### src/rtl/ooop_pkg.sv
// Shared out-of-order core parameters used by the commit/retire slice.
package ooop_pkg;

    localparam int N_PHYS_REGS = 64;
    localparam int PREG_W      = $clog2(N_PHYS_REGS);
    localparam int ROB_TAG_W   = 5;

    // ROB tags are a modular sequence; the successor wraps at 2^ROB_TAG_W.
    function automatic logic [ROB_TAG_W-1:0] next_rob_tag(input logic [ROB_TAG_W-1:0] tag);
        return tag + ROB_TAG_W'(1);
    endfunction

endpackage

### src/rtl/free_tag_fifo.sv
// Registered FIFO returning freed physical register tags to the free list.
module free_tag_fifo #(
    parameter int WIDTH = 6,
    parameter int DEPTH = 4
) (
    input  logic             clk,
    input  logic             rst,
    input  logic             push,
    input  logic [WIDTH-1:0] push_data,
    input  logic             pop,
    output logic [WIDTH-1:0] pop_data,
    output logic             full,
    output logic             empty
);

    localparam int AW = $clog2(DEPTH);

    logic [WIDTH-1:0] mem [DEPTH];
    logic [AW-1:0]    wr_ptr_reg;
    logic [AW-1:0]    rd_ptr_reg;
    logic [AW:0]      count_reg;
    logic [AW:0]      count_next;
    logic             push_ok;
    logic             pop_ok;

    assign full    = (count_reg == (AW+1)'(DEPTH));
    assign empty   = (count_reg == '0);
    assign push_ok = push & ~full;
    assign pop_ok  = pop & ~empty;

    // Head is forced to zero when nothing is queued so reset/drained state is clean.
    assign pop_data = empty ? '0 : mem[rd_ptr_reg];

    always_comb begin
        count_next = count_reg;
        if (push_ok && !pop_ok) begin
            count_next = count_reg + 1'b1;
        end else if (pop_ok && !push_ok) begin
            count_next = count_reg - 1'b1;
        end
    end

    always_ff @(posedge clk) begin
        if (rst) begin
            wr_ptr_reg <= '0;
            rd_ptr_reg <= '0;
            count_reg  <= '0;
        end else begin
            if (push_ok) begin
                wr_ptr_reg <= wr_ptr_reg + 1'b1;
            end
            if (pop_ok) begin
                rd_ptr_reg <= rd_ptr_reg + 1'b1;
            end
            count_reg <= count_next;
        end
    end

    always_ff @(posedge clk) begin
        if (push_ok) begin
            mem[wr_ptr_reg] <= push_data;
        end
    end

endmodule

### src/rtl/commit_retire.sv
// Retire stage: counts commits, checks ROB order, and returns freed registers.
module commit_retire
    import ooop_pkg::*;
#(
    parameter int FREE_Q_DEPTH = 4,
    parameter int CNT_W        = 32
) (
    input  logic                 clk,
    input  logic                 rst,
    input  logic                 flush_i,
    input  logic                 commit_valid_i,
    output logic                 commit_ready_o,
    input  logic [ROB_TAG_W-1:0] commit_tag_i,
    input  logic                 commit_rd_used_i,
    input  logic [PREG_W-1:0]    commit_dest_new_i,
    input  logic [PREG_W-1:0]    commit_dest_old_i,
    output logic                 free_valid_o,
    input  logic                 free_ready_i,
    output logic [PREG_W-1:0]    free_tag_o,
    output logic [CNT_W-1:0]     retire_count_o,
    output logic                 last_valid_o,
    output logic [ROB_TAG_W-1:0] last_tag_o,
    output logic [PREG_W-1:0]    last_dest_o,
    output logic                 order_err_o
);

    logic                 q_full;
    logic                 q_empty;
    logic                 accept;
    logic                 push;
    logic                 pop;
    logic [CNT_W-1:0]     count_reg;
    logic [ROB_TAG_W-1:0] exp_tag_reg;
    logic                 last_valid_reg;
    logic [ROB_TAG_W-1:0] last_tag_reg;
    logic [PREG_W-1:0]    last_dest_reg;
    logic                 order_err_reg;

    // A full queue blocks even when it is draining this cycle, keeping ready off the pop path.
    assign commit_ready_o = ~rst & ~flush_i & ~q_full;
    assign accept         = commit_valid_i & commit_ready_o;
    assign push           = accept & commit_rd_used_i & (commit_dest_old_i != '0);
    assign free_valid_o   = ~q_empty;
    assign pop            = free_valid_o & free_ready_i;

    free_tag_fifo #(
        .WIDTH (PREG_W),
        .DEPTH (FREE_Q_DEPTH)
    ) u_free_q (
        .clk       (clk),
        .rst       (rst),
        .push      (push),
        .push_data (commit_dest_old_i),
        .pop       (pop),
        .pop_data  (free_tag_o),
        .full      (q_full),
        .empty     (q_empty)
    );

    always_ff @(posedge clk) begin
        if (rst) begin
            count_reg      <= '0;
            exp_tag_reg    <= '0;
            last_valid_reg <= 1'b0;
            last_tag_reg   <= '0;
            last_dest_reg  <= '0;
            order_err_reg  <= 1'b0;
        end else if (flush_i) begin
            exp_tag_reg    <= '0;
            last_valid_reg <= 1'b0;
        end else if (accept) begin
            count_reg      <= count_reg + 1'b1;
            exp_tag_reg    <= next_rob_tag(commit_tag_i);
            last_valid_reg <= 1'b1;
            last_tag_reg   <= commit_tag_i;
            if (commit_rd_used_i) begin
                last_dest_reg <= commit_dest_new_i;
            end
            if (commit_tag_i != exp_tag_reg) begin
                order_err_reg <= 1'b1;
            end
        end
    end

    assign retire_count_o = count_reg;
    assign last_valid_o   = last_valid_reg;
    assign last_tag_o     = last_tag_reg;
    assign last_dest_o    = last_dest_reg;
    assign order_err_o    = order_err_reg;

endmodule

### config.mk
export PLATFORM = sky130hd
export DESIGN_NAME = commit_retire
export DESIGN_NICKNAME = d
export VERILOG_FILES = /design/src/rtl/ooop_pkg.sv /design/src/rtl/free_tag_fifo.sv /design/src/rtl/commit_retire.sv
export SDC_FILE = /design/constraint.sdc
export NUM_CORES = 1
export LEC_CHECK = 0
export CORE_ASPECT_RATIO = 1.1
export CORE_UTILIZATION = 50
export CTS_CLUSTER_DIAMETER = 30
export CTS_CLUSTER_SIZE = 24
export DETAILED_ROUTE_END_ITERATION = 8
export DONT_BUFFER_PORTS = 1
export GPL_ROUTABILITY_DRIVEN = 0
export SLEW_MARGIN = 20
export SYNTH_ARGS = -nofsm -noshare
export SYNTH_HDL_FRONTEND = slang
export SYNTH_HIERARCHICAL = 1
export SYNTH_SLANG_ARGS = --single-unit
### constraint.sdc
create_clock -name clk -period 5 [get_ports clk]
set_clock_uncertainty 0.05 [all_clocks]
set_input_delay 0.75 -clock clk [delete_from_list [all_inputs] [get_ports clk]]
set_output_delay 0.75 -clock clk [all_outputs]
set_load 0.05 [all_outputs]
After elaboration in Yosys (flattened, before gate mapping)
Memory sizes are Yosys's and may differ from the RTL's. A register that Yosys moved wholly into a read port is not among the register bits.
Cells that the tools add are included.
W data, S select, Z words.
{"block": "totals", "reg_bits": 57, "ramBits": 24, "input_bits": 23, "out_inout_bits": 53, "word_cells": 48, "mem_count": 1}
{"memory": "u_free_q.mem", "words": 4, "width": 6, "rd": 1, "rd_ports_with_merged_regs": 1, "write_ports": 1, "line": "free_tag_fifo.sv:18", "rtl": "logic [WIDTH-1:0] mem [DEPTH];"}
{"block": "op_classes", "add_sub_neg": 6, "n_eq_ne": 2, "muxes": 7, "bitwise": 12, "reduce_logical": 11}
{"cell": "$add A32 B1 Y32 const B", "count": 1}
{"cell": "$and A1 B1 Y1", "count": 8}
{"cell": "$mux W3", "count": 2}
{"cell": "$mux W6", "count": 1}
{"cell": "$reduce_and A3 Y1", "count": 2}
{"cell": "$reduce_bool A6 Y1", "count": 1}
{"cell": "$add A5 B1 Y5 const B", "count": 1}
{"cell": "$ne A5 B5 Y1", "count": 1}
{"cell": "$add A2 B1 Y2 const B", "count": 2}
{"cell": "$mux W2", "count": 2}
{"cell": "$not A1 Y1", "count": 4}
{"cell": "$add A3 B1 Y3 const B", "count": 1}
{"cell": "$eq A3 B3 Y1 const B", "count": 1}
{"cell": "$logic_not A3 Y1", "count": 1}
{"cell": "$sub A3 B1 Y3 const B", "count": 1}
{"cell": "$logic_and A1 B1 Y1", "count": 2}
{"cell": "$logic_not A1 Y1", "count": 2}
{"cell": "$mux W1", "count": 2}
{"cell": "$reduce_and A2 Y1", "count": 1}
{"cell": "$reduce_bool A2 Y1", "count": 1}
{"cell": "$reduce_or A2 Y1", "count": 1}

Depth between registers and ports, before layout
{"block": "depth", "depth_word": 11, "ltp_mapped": 13, "depth_no_buf": 12}

Hierarchy
The synthesis kept the hierarchy.
{"module": "commit_retire", "n_inst": 1, "cells_per_inst": 271, "area_per_inst_um2": 2272.2, "seq_area_each_um2": 1001.0}
{"module": "free_tag_fifo", "n_inst": 1, "cells_per_inst": 86, "area_per_inst_um2": 1385.1, "seq_area_each_um2": 900.9}

Worst setup path before layout
No wires, ideal clock.
{"block": "synth_path", "kind": "input to register", "start": "input flush_i", "end": "register u_free_q.count_reg[2]", "arrival_time_ns": 3.303, "path_slack_ns": 1.577, "path_stages": 12, "n_path_buf": 1, "cell_sequence": "nor4b_4 > clkbuf_1 > nand2_1 > a21oi_1 > inv_1 > nor2_1 > ha_1 > inv_1 > fa_1 > xor2_1 > or3_1 > a21oi_1"}
{"block": "synth_between", "elab_chain_len": 10, "elab_cells_between_ends": 12, "classes_between": "1 x mux; 7 x bitwise; 4 x reduce/logical"}
{"item": "from (decl)", "line": "commit_retire.sv:10", "rtl": "input logic flush_i,"}
{"item": "$not A1 Y1 (no line) *"}
{"item": "$and A1 B1 Y1 * (2 in series)", "line": "commit_retire.sv:40", "rtl": "assign commit_ready_o = ~rst & ~flush_i & ~q_full;"}
{"item": "$and A1 B1 Y1 *", "line": "commit_retire.sv:41", "rtl": "assign accept = commit_valid_i & commit_ready_o;"}
{"item": "$and A1 B1 Y1 * (2 in series)", "line": "commit_retire.sv:42", "rtl": "assign push = accept & commit_rd_used_i & (commit_dest_old_i != '0);"}
{"item": "via push", "line": "commit_retire.sv:30", "rtl": "logic push;"}
{"item": "$and A1 B1 Y1 *", "line": "free_tag_fifo.sv:28", "rtl": "assign push_ok = push & ~full;"}
{"item": "via u_free_q.push_ok", "line": "free_tag_fifo.sv:23", "rtl": "logic push_ok;"}
{"item": "$logic_not A1 Y1", "line": "free_tag_fifo.sv:38", "rtl": "end else if (pop_ok && !push_ok) begin"}
{"item": "$logic_and A1 B1 Y1", "line": "free_tag_fifo.sv:38"}
{"item": "$reduce_bool A2 Y1 (no line)"}
{"item": "to (signal assigned)", "line": "free_tag_fifo.sv:55", "rtl": "count_reg <= count_next;"}
{"item": "to (decl)", "line": "free_tag_fifo.sv:21", "rtl": "logic [AW:0] count_reg;"}
Mark *: on every way through the listed nets, which the timed path passes. The rest lies on a longest branch.
A chain may end at the register's enable or synchronous reset.

Final worst setup path
{"block": "layout_path", "start": "register u_free_q.count_reg[0]", "end": "register u_free_q.count_reg[2]"}
{"block": "layout_between", "elab_chain_len": 10, "elab_cells_between_ends": 20, "classes_between": "2 x add/sub; 1 x eq/ne; 2 x mux; 9 x bitwise; 6 x reduce/logical"}
{"item": "$eq A3 B3 Y1 *", "line": "free_tag_fifo.sv:26", "rtl": "assign full = (count_reg == (AW+1)'(DEPTH));"}
{"item": "via q_full", "line": "commit_retire.sv:27", "rtl": "logic q_full;"}
{"item": "$not A1 Y1 *", "line": "commit_retire.sv:40"}
{"item": "$and A1 B1 Y1 *", "line": "commit_retire.sv:40"}
{"item": "$and A1 B1 Y1 *", "line": "commit_retire.sv:41"}
{"item": "$and A1 B1 Y1 * (2 in series)", "line": "commit_retire.sv:42"}
{"item": "via push", "line": "commit_retire.sv:30"}
{"item": "$and A1 B1 Y1 *", "line": "free_tag_fifo.sv:28"}
{"item": "via u_free_q.push_ok", "line": "free_tag_fifo.sv:23"}
{"item": "$logic_not A1 Y1", "line": "free_tag_fifo.sv:38"}
{"item": "$logic_and A1 B1 Y1", "line": "free_tag_fifo.sv:38"}
{"item": "$reduce_bool A2 Y1 (no line)"}
Mark *: on every way through the listed nets, which the timed path passes. The rest lies on a longest branch. The select of a mux whose other input is x is not followed.

==> reports/results.txt <==
most common cell after layout, fill and taps aside: dfxtp_1
die width: 83.5 um
cells after synthesis: 357
run status: complete, no violations
sequential share of the synthesized area: 52.0%
Detailed Route Iter0 Violations: 101
Cell Count, Final, Fillers Out: 443
critical path class: reg -> reg
hold slack: 0.405 ns
Filler Cells Inserted: 638
final WL: 7150 um
number of antenna violations at the first check in global routing: 0
placed instance area: 3700 um^2
Clock Latency Late Sink: 0.35 ns
CTS tree: built
commonest non-fill, non-tap cells in the layout: 59 x dfxtp_1, 38 x a21oi_1, 33 x nand2_1
Design Area, Final: 3940 um^2
Hold Buf Count CTS: 0
diode count: 0
Net Count, Synth: 388
layout cells sized above 1: 8.66%
max_cap viols: 0
Total Nets Final: 384
htree depth: 3
Crit Path Max Fanout: 26
WP data required: 5.24 ns
core box area: 7050 um^2
max reg flops: 32
Via density: 5.93
Slew headroom: 48.5%
dominant cell type by area after synthesis: dfxtp_1
dpl cells: 427
vias in the first global route: 2373
Static Leak: 1.27 nW
Final Hold Viols: 0
clock slew at reported path FFs: 0.09 ns
final worst slack: 1.66 ns
via count: 2629
per-cell routed wire length: 16.1 um
Worst Setup End Kind: flop
Netlist Area Pre-Place: 3660 um^2
number of enable flip-flop cells after synthesis: 24
DRC: 0
Max Freq: 299 MHz
top cell type's share of synthesized area: 32.3%
die area: 7660 um^2
yosys warns: 6
cells on worst reg2reg path: 13
RSZ-0062 raised after global routing: no
library cells used by synthesis: 37
Tmin final: 3.34 ns
critical path arrival: 3.58 ns
share of flip-flops with an asynchronous set or reset: 0%
Die H: 91.7 um
CP startpoint kind: flop
Setup Fix Bufs, Post-CTS: 0
Final HPWL DP: 4810 um
clk sinks: 83
Clock Tree Buf Depth: 2
Final Slew Violations: 0
largest net degree at the start of global routing: 58
Synth Flop Type: dfxtp_1
Hold Path Class: in -> reg
Initial Util: 51.9%
Final setup viols: 0
FF+latch count, synth: 83
Root Driver: clkbuf_8
Pre-Repair DR Iteration Count: 4
Num CTS Buffers: 9
Syn-to-layout area delta: 7.59%
number of I/O port buffers: 0
remaining antenna violation count: 0
post-CTS sizing: 0
worst hold stages: 1
PnR Total Power: 1.35 mW
row count: 32
top area cells in the synthesized netlist: dfxtp_1 32%, edfxtp_1 20%, a21oi_1 5.2%, mux4_2 3.7%, nand3_1 3.4%
Max IR drop VDD: 189 uV
Tot GR Track Use: 19.3%
worst-margin pin slew: 0.771 ns
Boundary Pins: 76
Post-Syn Area per Cell: 10.2 um^2
Place WS: 1.51 ns
Power Density: 343 nW/um^2
post-route clock period utilization: 66.9%
first-pass GRT wire length: 11800 um
setup tns final: 0 ns
fin util: 55.8%
total gr overflow: 0
[logic make-up (layout without fill, tap and decap cells)]
| kind of cell | count (synthesis) | count (layout) | share of synthesized area, % |
|---|---|---|---|
| compound gates | 69 | 69 | 10.8 |
| flops | 83 | 83 | 52.0 |
| xor+xnor | 21 | 21 | 5.03 |
| fa+ha+maj | 8 | 8 | 2.94 |
| mux | 7 | 7 | 3.97 |
| simple gates | 142 | 142 | 22.2 |
| buf+inv | 27 | 28 | 3.04 |
[final timing paths]
| check | startpoint | end | slack, ns |
|---|---|---|---|
| setup reg to reg | u_free_q/count_reg[0] | u_free_q/count_reg[2] | 1.66 |
| hold reg to reg | exp_tag_reg[1] | exp_tag_reg[1] | 0.43 |
| hold / removal | rst | last_tag_o[0] | 0.41 |
| setup / recovery | u_free_q/count_reg[0] | u_free_q/count_reg[2] | 1.66 |
[where the power goes]
group	total, mW	internal (mW)	leakage, nW	switching, mW
combinational	0.0698	0.0230	0.458	0.0468
clock	0.556	0.291	0.117	0.265
sequential	0.723	0.700	0.693	0.0228
[layout make-up]
class / instances / area [um^2] / share of cell area, %
Sequential cell: 83 / 1900 / 48.3
Clock inverter: 7 / 106 / 2.70
Multi-Input combinational cell: 247 / 1640 / 41.8
Timing Repair Buffer: 2 / 15.0 / 0.382
Tap cell: 85 / 106 / 2.70
Inverter: 10 / 37.5 / 0.954
Clock buffer: 9 / 124 / 3.15
[critical path: stages (launching register included)]
cell,delay [ns]
dfxtp_1,0.49
nor3b_2,0.15
nor4b_4,0.22
buf_4,0.31
nand2_1,0.21
a21oi_1,0.16
inv_1,0.09
nor2_1,0.29
ha_1,0.24
inv_1,0.06
fa_1,0.38
xor2_1,0.18
or3_1,0.31
a21oi_1,0.14
[Yosys cell counts (2+ instances only)]
master / number
a21oi_1: 38
and2_1: 7
and2b_1: 6
and3_1: 2
and4_1: 6
buf_2: 2
clkbuf_1: 14
dfxtp_1: 59
edfxtp_1: 24
ha_1: 7
inv_1: 10
mux4_2: 6
nand2_1: 33
nand3_1: 25
nand4_1: 10
nor2_1: 17
nor3_1: 2
nor4_2: 2
o21ai_0: 14
o31ai_1: 13
o31ai_2: 2
or3_1: 12
or4_1: 13
xnor2_1: 9
xor2_1: 12
[routing by layer]
| metal | global-route usage [%] | wire [um] | part of all wire [%] |
|---|---|---|---|
| met5 | 0 | 0 | 0 |
| met4 | 8.47 | 130 | 1.8 |
| met3 | 4.86 | 289 | 4.0 |
| met2 | 30.0 | 3450 | 48 |
| met1 | 25.7 | 3280 | 46 |
(Power assumes the default switching activity.)
